<file path="config.mk">
export PLATFORM = sky130hd
export DESIGN_NAME = i2c_txn_ctrl
export DESIGN_NICKNAME = d
export VERILOG_FILES = /design/src/rtl/i2c_pkg.sv /design/src/rtl/i2c_txn_ctrl.sv
export SDC_FILE = /design/constraint.sdc
export NUM_CORES = 1
export LEC_CHECK = 0
export CAP_MARGIN = 20
export CORE_ASPECT_RATIO = 1.5
export CORE_MARGIN = 1.5
export CORE_UTILIZATION = 30
export CTS_BUF_LIST = sky130_fd_sc_hd__clkbuf_4
export DETAILED_ROUTE_END_ITERATION = 10
export DONT_BUFFER_PORTS = 1
export GPL_ROUTABILITY_DRIVEN = 0
export PLACE_DENSITY = 0.46
export SYNTH_ARGS = -nofsm -noshare
export SYNTH_HDL_FRONTEND = slang
export SYNTH_SLANG_ARGS = --single-unit
</file>
<file path="constraint.sdc">
create_clock -name clk_i -period 2.15 [get_ports clk_i]
set_input_delay 0.215 -clock clk_i [delete_from_list [all_inputs] [get_ports clk_i]]
set_output_delay 0.215 -clock clk_i [all_outputs]
set_load 0.01 [all_outputs]
</file>
<file path="src/rtl/i2c_pkg.sv">
// Shared I2C definitions: data width, R/W bit values, transaction-sequencer
// state encoding and the command record the sequencer latches on accept.
package i2c_pkg;

  localparam int I2C_DATA_WIDTH = 8;
  // Widest supported byte-count field; the sequencer zero-extends into this.
  localparam int I2C_LEN_MAX_W  = 16;

  localparam logic I2C_RW_WRITE = 1'b0;
  localparam logic I2C_RW_READ  = 1'b1;

  typedef enum logic [2:0] {
    IDLE, ADDR_W, WR_DATA, ADDR_R, RD_DATA, STOP
  } i2c_txn_state_t;

  typedef struct packed {
    logic [6:0]               addr;
    logic [I2C_LEN_MAX_W-1:0] wr_len;
    logic [I2C_LEN_MAX_W-1:0] rd_len;
  } i2c_cmd_t;

endpackage

</file>
<file path="src/rtl/i2c_txn_ctrl.sv">
// I2C master transaction sequencer. Takes one command {addr, wr_len, rd_len},
// drives the byte controller through START+addr(W), write burst, repeated
// START+addr(R), read burst and STOP, streaming TX/RX bytes via FIFOs.
// Ports:
//   clk_i / rstn_i (async low) / clr_i (sync soft reset)
//   cmd_*        : command handshake and fields
//   tx_*         : TX FIFO head (show-ahead), tx_ready_o = pop pulse
//   rx_*         : RX FIFO push, rx_ready_i = FIFO not full
//   bc_*         : byte-controller command bits, ack, read data, arb-lost
//   busy_o, done_o (1-cycle pulse), err_nack_o / err_al_o (sticky)
module i2c_txn_ctrl
  import i2c_pkg::*;
#(
  parameter int LEN_WIDTH  = 8,
  parameter bit NACK_ABORT = 1'b1
) (
  input  logic                      clk_i,
  input  logic                      rstn_i,
  input  logic                      clr_i,
  input  logic                      cmd_valid_i,
  output logic                      cmd_ready_o,
  input  logic [6:0]                cmd_addr_i,
  input  logic [LEN_WIDTH-1:0]      cmd_wr_len_i,
  input  logic [LEN_WIDTH-1:0]      cmd_rd_len_i,
  input  logic [I2C_DATA_WIDTH-1:0] tx_data_i,
  input  logic                      tx_valid_i,
  output logic                      tx_ready_o,
  output logic [I2C_DATA_WIDTH-1:0] rx_data_o,
  output logic                      rx_valid_o,
  input  logic                      rx_ready_i,
  output logic                      bc_start_o,
  output logic                      bc_stop_o,
  output logic                      bc_read_o,
  output logic                      bc_write_o,
  output logic                      bc_ack_o,
  output logic [I2C_DATA_WIDTH-1:0] bc_din_o,
  input  logic                      bc_cmd_ack_i,
  input  logic                      bc_ack_i,
  input  logic                      bc_al_i,
  input  logic [I2C_DATA_WIDTH-1:0] bc_dout_i,
  output logic                      busy_o,
  output logic                      done_o,
  output logic                      err_nack_o,
  output logic                      err_al_o
);

  i2c_txn_state_t            state_q, state_d;
  logic [LEN_WIDTH-1:0]      cnt_q, cnt_d;
  i2c_cmd_t                  cmd_q, cmd_d;
  logic                      start_q, start_d, stop_q, stop_d;
  logic                      read_q, read_d, write_q, write_d, ack_q, ack_d;
  logic [I2C_DATA_WIDTH-1:0] din_q, din_d, rx_data_q, rx_data_d;
  logic                      tx_ready_q, tx_ready_d, rx_valid_q, rx_valid_d;
  logic                      done_q, done_d, err_nack_q, err_nack_d;
  logic                      err_al_q, err_al_d;

  logic                 issuing, ack_hit, al_hit, nack_stop, wr_nz, rd_nz;
  logic [LEN_WIDTH-1:0] wr_len, rd_len;

  assign wr_len = cmd_q.wr_len[LEN_WIDTH-1:0];
  assign rd_len = cmd_q.rd_len[LEN_WIDTH-1:0];
  assign wr_nz  = (cmd_q.wr_len != '0);
  assign rd_nz  = (cmd_q.rd_len != '0);

  always_comb begin
    state_d    = state_q;
    cnt_d      = cnt_q;
    cmd_d      = cmd_q;
    err_nack_d = err_nack_q;
    err_al_d   = err_al_q;
    rx_data_d  = rx_data_q;
    tx_ready_d = 1'b0;
    rx_valid_d = 1'b0;
    done_d     = 1'b0;
    issuing    = start_q | stop_q | read_q | write_q;
    // A cmd_ack only counts while a command is actually outstanding.
    ack_hit    = issuing & bc_cmd_ack_i;
    al_hit     = bc_al_i & (state_q != IDLE);
    nack_stop  = ack_hit & bc_ack_i & NACK_ABORT;

    if (al_hit) begin
      // Bus is lost: no STOP, no pop/push even if cmd_ack coincides.
      state_d  = IDLE;
      cnt_d    = '0;
      err_al_d = 1'b1;
      done_d   = 1'b1;
    end else begin
      case (state_q)
        IDLE: if (cmd_valid_i) begin
          cmd_d.addr   = cmd_addr_i;
          cmd_d.wr_len = I2C_LEN_MAX_W'(cmd_wr_len_i);
          cmd_d.rd_len = I2C_LEN_MAX_W'(cmd_rd_len_i);
          err_nack_d   = 1'b0;
          err_al_d     = 1'b0;
          // Both lengths zero is an address probe through the write path.
          if (cmd_wr_len_i != '0 || cmd_rd_len_i == '0) begin
            state_d = ADDR_W;
            cnt_d   = cmd_wr_len_i;
          end else begin
            state_d = ADDR_R;
            cnt_d   = cmd_rd_len_i;
          end
        end
        ADDR_W: if (ack_hit) begin
          if (bc_ack_i) err_nack_d = 1'b1;
          if (nack_stop) state_d = STOP;
          else if (wr_nz) begin
            state_d = WR_DATA;
            cnt_d   = wr_len;
          end else if (rd_nz) state_d = ADDR_R;
          else state_d = STOP;
        end
        WR_DATA: if (ack_hit) begin
          tx_ready_d = 1'b1;
          if (cnt_q != '0) cnt_d = cnt_q - 1'b1;
          if (bc_ack_i) err_nack_d = 1'b1;
          if (nack_stop) state_d = STOP;
          else if (cnt_q <= LEN_WIDTH'(1)) state_d = rd_nz ? ADDR_R : STOP;
        end
        ADDR_R: if (ack_hit) begin
          if (bc_ack_i) err_nack_d = 1'b1;
          if (nack_stop) state_d = STOP;
          else begin
            state_d = RD_DATA;
            cnt_d   = rd_len;
          end
        end
        RD_DATA: if (ack_hit) begin
          rx_valid_d = 1'b1;
          rx_data_d  = bc_dout_i;
          if (cnt_q != '0) cnt_d = cnt_q - 1'b1;
          if (cnt_q <= LEN_WIDTH'(1)) state_d = STOP;
        end
        STOP: if (ack_hit) begin
          done_d  = 1'b1;
          state_d = IDLE;
          cnt_d   = '0;
        end
        default: state_d = IDLE;
      endcase
    end
  end

  // Command bits are a function of the next state, registered, and frozen
  // while a command is outstanding. A pop/push pulse in flight (this cycle or
  // the next) blocks a new data command: the FIFO head / full flag has not
  // yet caught up with the byte just transferred.
  always_comb begin
    start_d = 1'b0;
    stop_d  = 1'b0;
    read_d  = 1'b0;
    write_d = 1'b0;
    ack_d   = 1'b0;
    din_d   = din_q;
    if (issuing && !bc_cmd_ack_i && !al_hit) begin
      start_d = start_q;
      stop_d  = stop_q;
      read_d  = read_q;
      write_d = write_q;
      ack_d   = ack_q;
    end else if (!al_hit) begin
      case (state_d)
        ADDR_W: begin
          start_d = 1'b1;
          write_d = 1'b1;
          din_d   = {cmd_d.addr, I2C_RW_WRITE};
        end
        WR_DATA: if (tx_valid_i && !tx_ready_d && !tx_ready_q) begin
          write_d = 1'b1;
          din_d   = tx_data_i;
        end
        ADDR_R: begin
          start_d = 1'b1;
          write_d = 1'b1;
          din_d   = {cmd_d.addr, I2C_RW_READ};
        end
        RD_DATA: if (rx_ready_i && !rx_valid_d && !rx_valid_q) begin
          read_d = 1'b1;
          ack_d  = (cnt_d == LEN_WIDTH'(1));  // NACK the final byte
        end
        STOP:    stop_d = 1'b1;
        default: ;
      endcase
    end
  end

  always_ff @(posedge clk_i or negedge rstn_i) begin
    if (!rstn_i) begin
      state_q <= IDLE;      cnt_q <= '0;        cmd_q <= '0;
      start_q <= 1'b0;      stop_q <= 1'b0;     read_q <= 1'b0;
      write_q <= 1'b0;      ack_q <= 1'b0;      din_q <= '0;
      tx_ready_q <= 1'b0;   rx_valid_q <= 1'b0; rx_data_q <= '0;
      done_q <= 1'b0;       err_nack_q <= 1'b0; err_al_q <= 1'b0;
    end else if (clr_i) begin
      state_q <= IDLE;      cnt_q <= '0;        cmd_q <= '0;
      start_q <= 1'b0;      stop_q <= 1'b0;     read_q <= 1'b0;
      write_q <= 1'b0;      ack_q <= 1'b0;      din_q <= '0;
      tx_ready_q <= 1'b0;   rx_valid_q <= 1'b0; rx_data_q <= '0;
      done_q <= 1'b0;       err_nack_q <= 1'b0; err_al_q <= 1'b0;
    end else begin
      state_q <= state_d;       cnt_q <= cnt_d;           cmd_q <= cmd_d;
      start_q <= start_d;       stop_q <= stop_d;         read_q <= read_d;
      write_q <= write_d;       ack_q <= ack_d;           din_q <= din_d;
      tx_ready_q <= tx_ready_d; rx_valid_q <= rx_valid_d; rx_data_q <= rx_data_d;
      done_q <= done_d;         err_nack_q <= err_nack_d; err_al_q <= err_al_d;
    end
  end

  assign cmd_ready_o = (state_q == IDLE);
  assign busy_o      = (state_q != IDLE);
  assign bc_start_o  = start_q;
  assign bc_stop_o   = stop_q;
  assign bc_read_o   = read_q;
  assign bc_write_o  = write_q;
  assign bc_ack_o    = ack_q;
  assign bc_din_o    = din_q;
  assign tx_ready_o  = tx_ready_q;
  assign rx_valid_o  = rx_valid_q;
  assign rx_data_o   = rx_data_q;
  assign done_o      = done_q;
  assign err_nack_o  = err_nack_q;
  assign err_al_o    = err_al_q;

endmodule

</file>
==> metrics.csv <==
stage,metric,value,unit
yosys,ranking of synthesized cells by instance count,"nand2_1, dfrtp_1, nor2_1",
yosys,synthesized flop and latch total,60,
detailed_routing,via count,3769,
yosys,prevailing post-synth register cell,dfrtp_1,
status,failing checks,"hold timing, setup timing",
detailed_routing,drc violations,0,
critical_path,max incr delay on CP,0.45,ns
yosys,synth top area cells,"dfrtp_1, nand2_1, mux2i_1",
global_route,remaining global-route overflow,0,
detailed_routing,max layer used,met4,
min_path,hold depth,1,
timing,Setup Viol. Count Final,18,
global_route,largest net degree at the start of global routing,61,
die,io pins,76,
timing,period utilisation layout,112,%
detailed_routing,First DRT Iteration DRCs,253,
timing,actual slew at the worst max-slew pin,0.442,ns
timing,Slew Limit Fails,0,
clock_network,Sink Count,60,
job,Max-Cap Viols,0,
die,Rows,49,
clock_network,post-cts hold buffer count,12,
yosys,"area leader, netlist",dfrtp_1,
status,status,finished with violations,
critical_path,Critical Path End Type,flop,
yosys,Post-synth EDFFs,0,
yosys,Post-Synthesis Cells,429,
min_path,worst hold path type,in2reg,
place,port buffer count,0,
pwr,power per cell area,674,nW/um^2
clock_network,CTS H-Tree Depth,3,
timing,post-route minimum period,2.41,ns
finish,fin nets,603,
critical_path,worst-path cell chain,inv_2 > ha_2 > buf_4 > o211ai_1 > buf_4 > nand4_1 > o311a_4 > buf_6 > nor4_4 > nand4_1 > o21ai_1,
global_route,initial antenna violation count,1,
clock_network,CTS Buf Count,9,
yosys,"Distinct cells, synth",63,
critical_path,Critical Path Fanout Max,3,
pwr,Leak,0.00241,uW
critical_path,type of origin of the critical path,flop,
clock_network,Worst-path clk slew,0.12,ns
detailed_routing,Final ANT Viol Nets,0,
critical_path,WP data required,2.52,ns
yosys,Synth Net Count,479,
global_route,Global Route Usage Sum,21.2,%
detailed_routing,WL met3,624,um
die,Core Footprint,12000,sq um
finish,area of all sequential standard cells,1500,sq um
finish,area of the multi-input gates,2350,sq um
die,Die Wd,93.7,um
timing,RSZ-0062 raised after global routing,true,
pwr,VDD IR max,0.000287,V
yosys,syn_area_per_cell,8.64,sq um
timing,hold violation total from the final report,42,
yosys,fraction of the yosys area taken by sequential cells,40.5,%
global_route,first-pass GRT wire length,21200,um
die,Initial Util,30.8,%
die,Total Die Area,13000,sq um
yosys,"FFs w/ async S/R, synth",100,%
finish,area grow syn2layout,47.2,%
finish,fin util,45.4,%
yosys,Synth Cell Area,3700,sq um
critical_path,slowest cell on the critical path,nor4_4,
timing,clk_skew,0.0147,ns
finish,# fillers,1222,
clock_network,clock buffer depth,2,
timing,Slew headroom,70.3,%
clock_network,CTS tree,built,
finish,layout cell share with drive strength beyond 1,38.0,%
detailed_routing,drt via density,5.29,
place,dpl hpwl,9540,um
timing,Final WS setup,-0.262,ns
global_route,vias in the first global route,3994,
critical_path,FF-to-FF path depth,11,
clock_network,Clock Root Buffer,clkbuf_4,
clock_network,clk_lat worst skew,0.43,ns
detailed_routing,wire per inst,18.6,um
timing,Hold WS,-0.164,ns
yosys,Syn. warnings,0,
detailed_routing,1st-pass router iterations,4,
yosys,Yosys top cell area share,40.5,%
detailed_routing,metal1 wirelength,5190,um
critical_path,worst setup path category,reg2reg,
critical_path,worst path arrival time,2.78,ns
detailed_routing,final wirelength,13300,um
timing,fmax,415,MHz
die,Die H,139,um
detailed_routing,met2 wire length,6930,um
yosys,most common cell in the netlist,nand2_1,
==> stage by stage <==
stage	cell area, sq um	setup slack (ns)	instances	TNS, ns	power (uW)
after detailed placement	4610	-0.488	663	-4.71	2470
final	5450	-0.262	712	-2.86	3670
after global placement	4610	-0.406	663	-3.94	2470
after global routing	5450	-0.398	712	-4.98	3880
after floorplan	3710	-0.205	429	-1.76	1940
after CTS	5210	-0.243	706	-2.60	3540
==> cell usage in the layout (no fill, tap or decap), types with 3 or more instances in the layout <==
cell type        n
a211oi_4         3
a21o_1           5
a21oi_1         35
a22oi_1          5
a31oi_1          8
a31oi_4          3
and2_1           3
buf_4          112
buf_6           18
clkbuf_4         9
dfrtp_1         58
dlygate4sd3_1    7
inv_1            6
mux2_4           7
mux2i_1         21
nand2_1         77
nand2b_1         4
nand3_4          3
nand3b_1         3
nand4_1          3
nor2_1          38
nor2_2           3
nor3_1           7
nor4_1           7
nor4_4           3
o211ai_1         9
o21ai_0         16
o21ai_1          8
o221ai_1         4
==> routing by layer <==
metal  GRT usage, %  vias to the layer above
li1               -                     1806
met1           23.8                     1824
met2           37.0                      101
met3           5.43                       38
met4           9.27                        0
met5              0                        -
==> flip-flops by register name, summed over array words and instances (netlist names) <==
signal      flops
cmd_q          23
bc_din_o        8
cnt_q           8
rx_data_o       8
state_q         3
bc_ack_o        1
bc_read_o       1
bc_start_o      1
bc_stop_o       1
bc_write_o      1
done_o          1
err_al_o        1
err_nack_o      1
rx_valid_o      1
tx_ready_o      1
==> final timing paths <==
kind	from	end	slack [ns]
worst min register to register	cmd_q[34]	cmd_q[34]	0.53
worst max register to register	cnt_q[1]	bc_ack_o	-0.26
worst max-delay path	cnt_q[1]	bc_ack_o	-0.26
min in group asynchronous	rstn_i	cmd_q[18]	0.30
max in group asynchronous	rstn_i	bc_write_o	1.55
worst min-delay path	clr_i	rx_data_o[1]	-0.16
==> timing repair <==
action                                  4_1_cts  5_1_grt
buffers inserted                             16       10
resized for setup                            49       41
endpoints found under the hold margin       108       42
gates cloned                                  0        1
pin swaps                                    19       21
endpoints found under the setup margin       19       23
==> area by class of cell <==
| cell class | instances | area share, % |
|---|---|---|
| multi-input combinational | 331 | 43.1 |
| sequential | 60 | 27.6 |
| timing repair buffer | 143 | 22.6 |
| tap | 153 | 3.51 |
| clock buffer | 9 | 1.24 |
| clock inverter | 7 | 1.24 |
| inverter | 8 | 0.642 |
| antenna | 1 | 0.0459 |
==> worst max-delay path: cells and delay by family (launching register included) <==
family | cells | cell delay, ns
AND/OR/NAND/NOR | 3 | 0.77
AO/OA/AOI/OAI | 3 | 0.53
buffers and inverters | 4 | 0.49
flip-flops | 1 | 0.38
adder cells (fa/ha/maj) | 1 | 0.18
==> cell families after synthesis <==
logic type / after synthesis / synth area share, %
flops: 60 / 40.5
simple gates: 176 / 22.3
fa+ha+maj: 2 / 0.675
mux: 30 / 8.38
xor+xnor: 2 / 0.473
compound gates: 121 / 22.6
buf+inv: 38 / 5.07
==> power by group <==
group          internal (uW)  switching (uW)
logic                    804             761
clock network            347             470
registers               1210            80.8
total                   2360            1310
(Power assumes the default switching activity.)
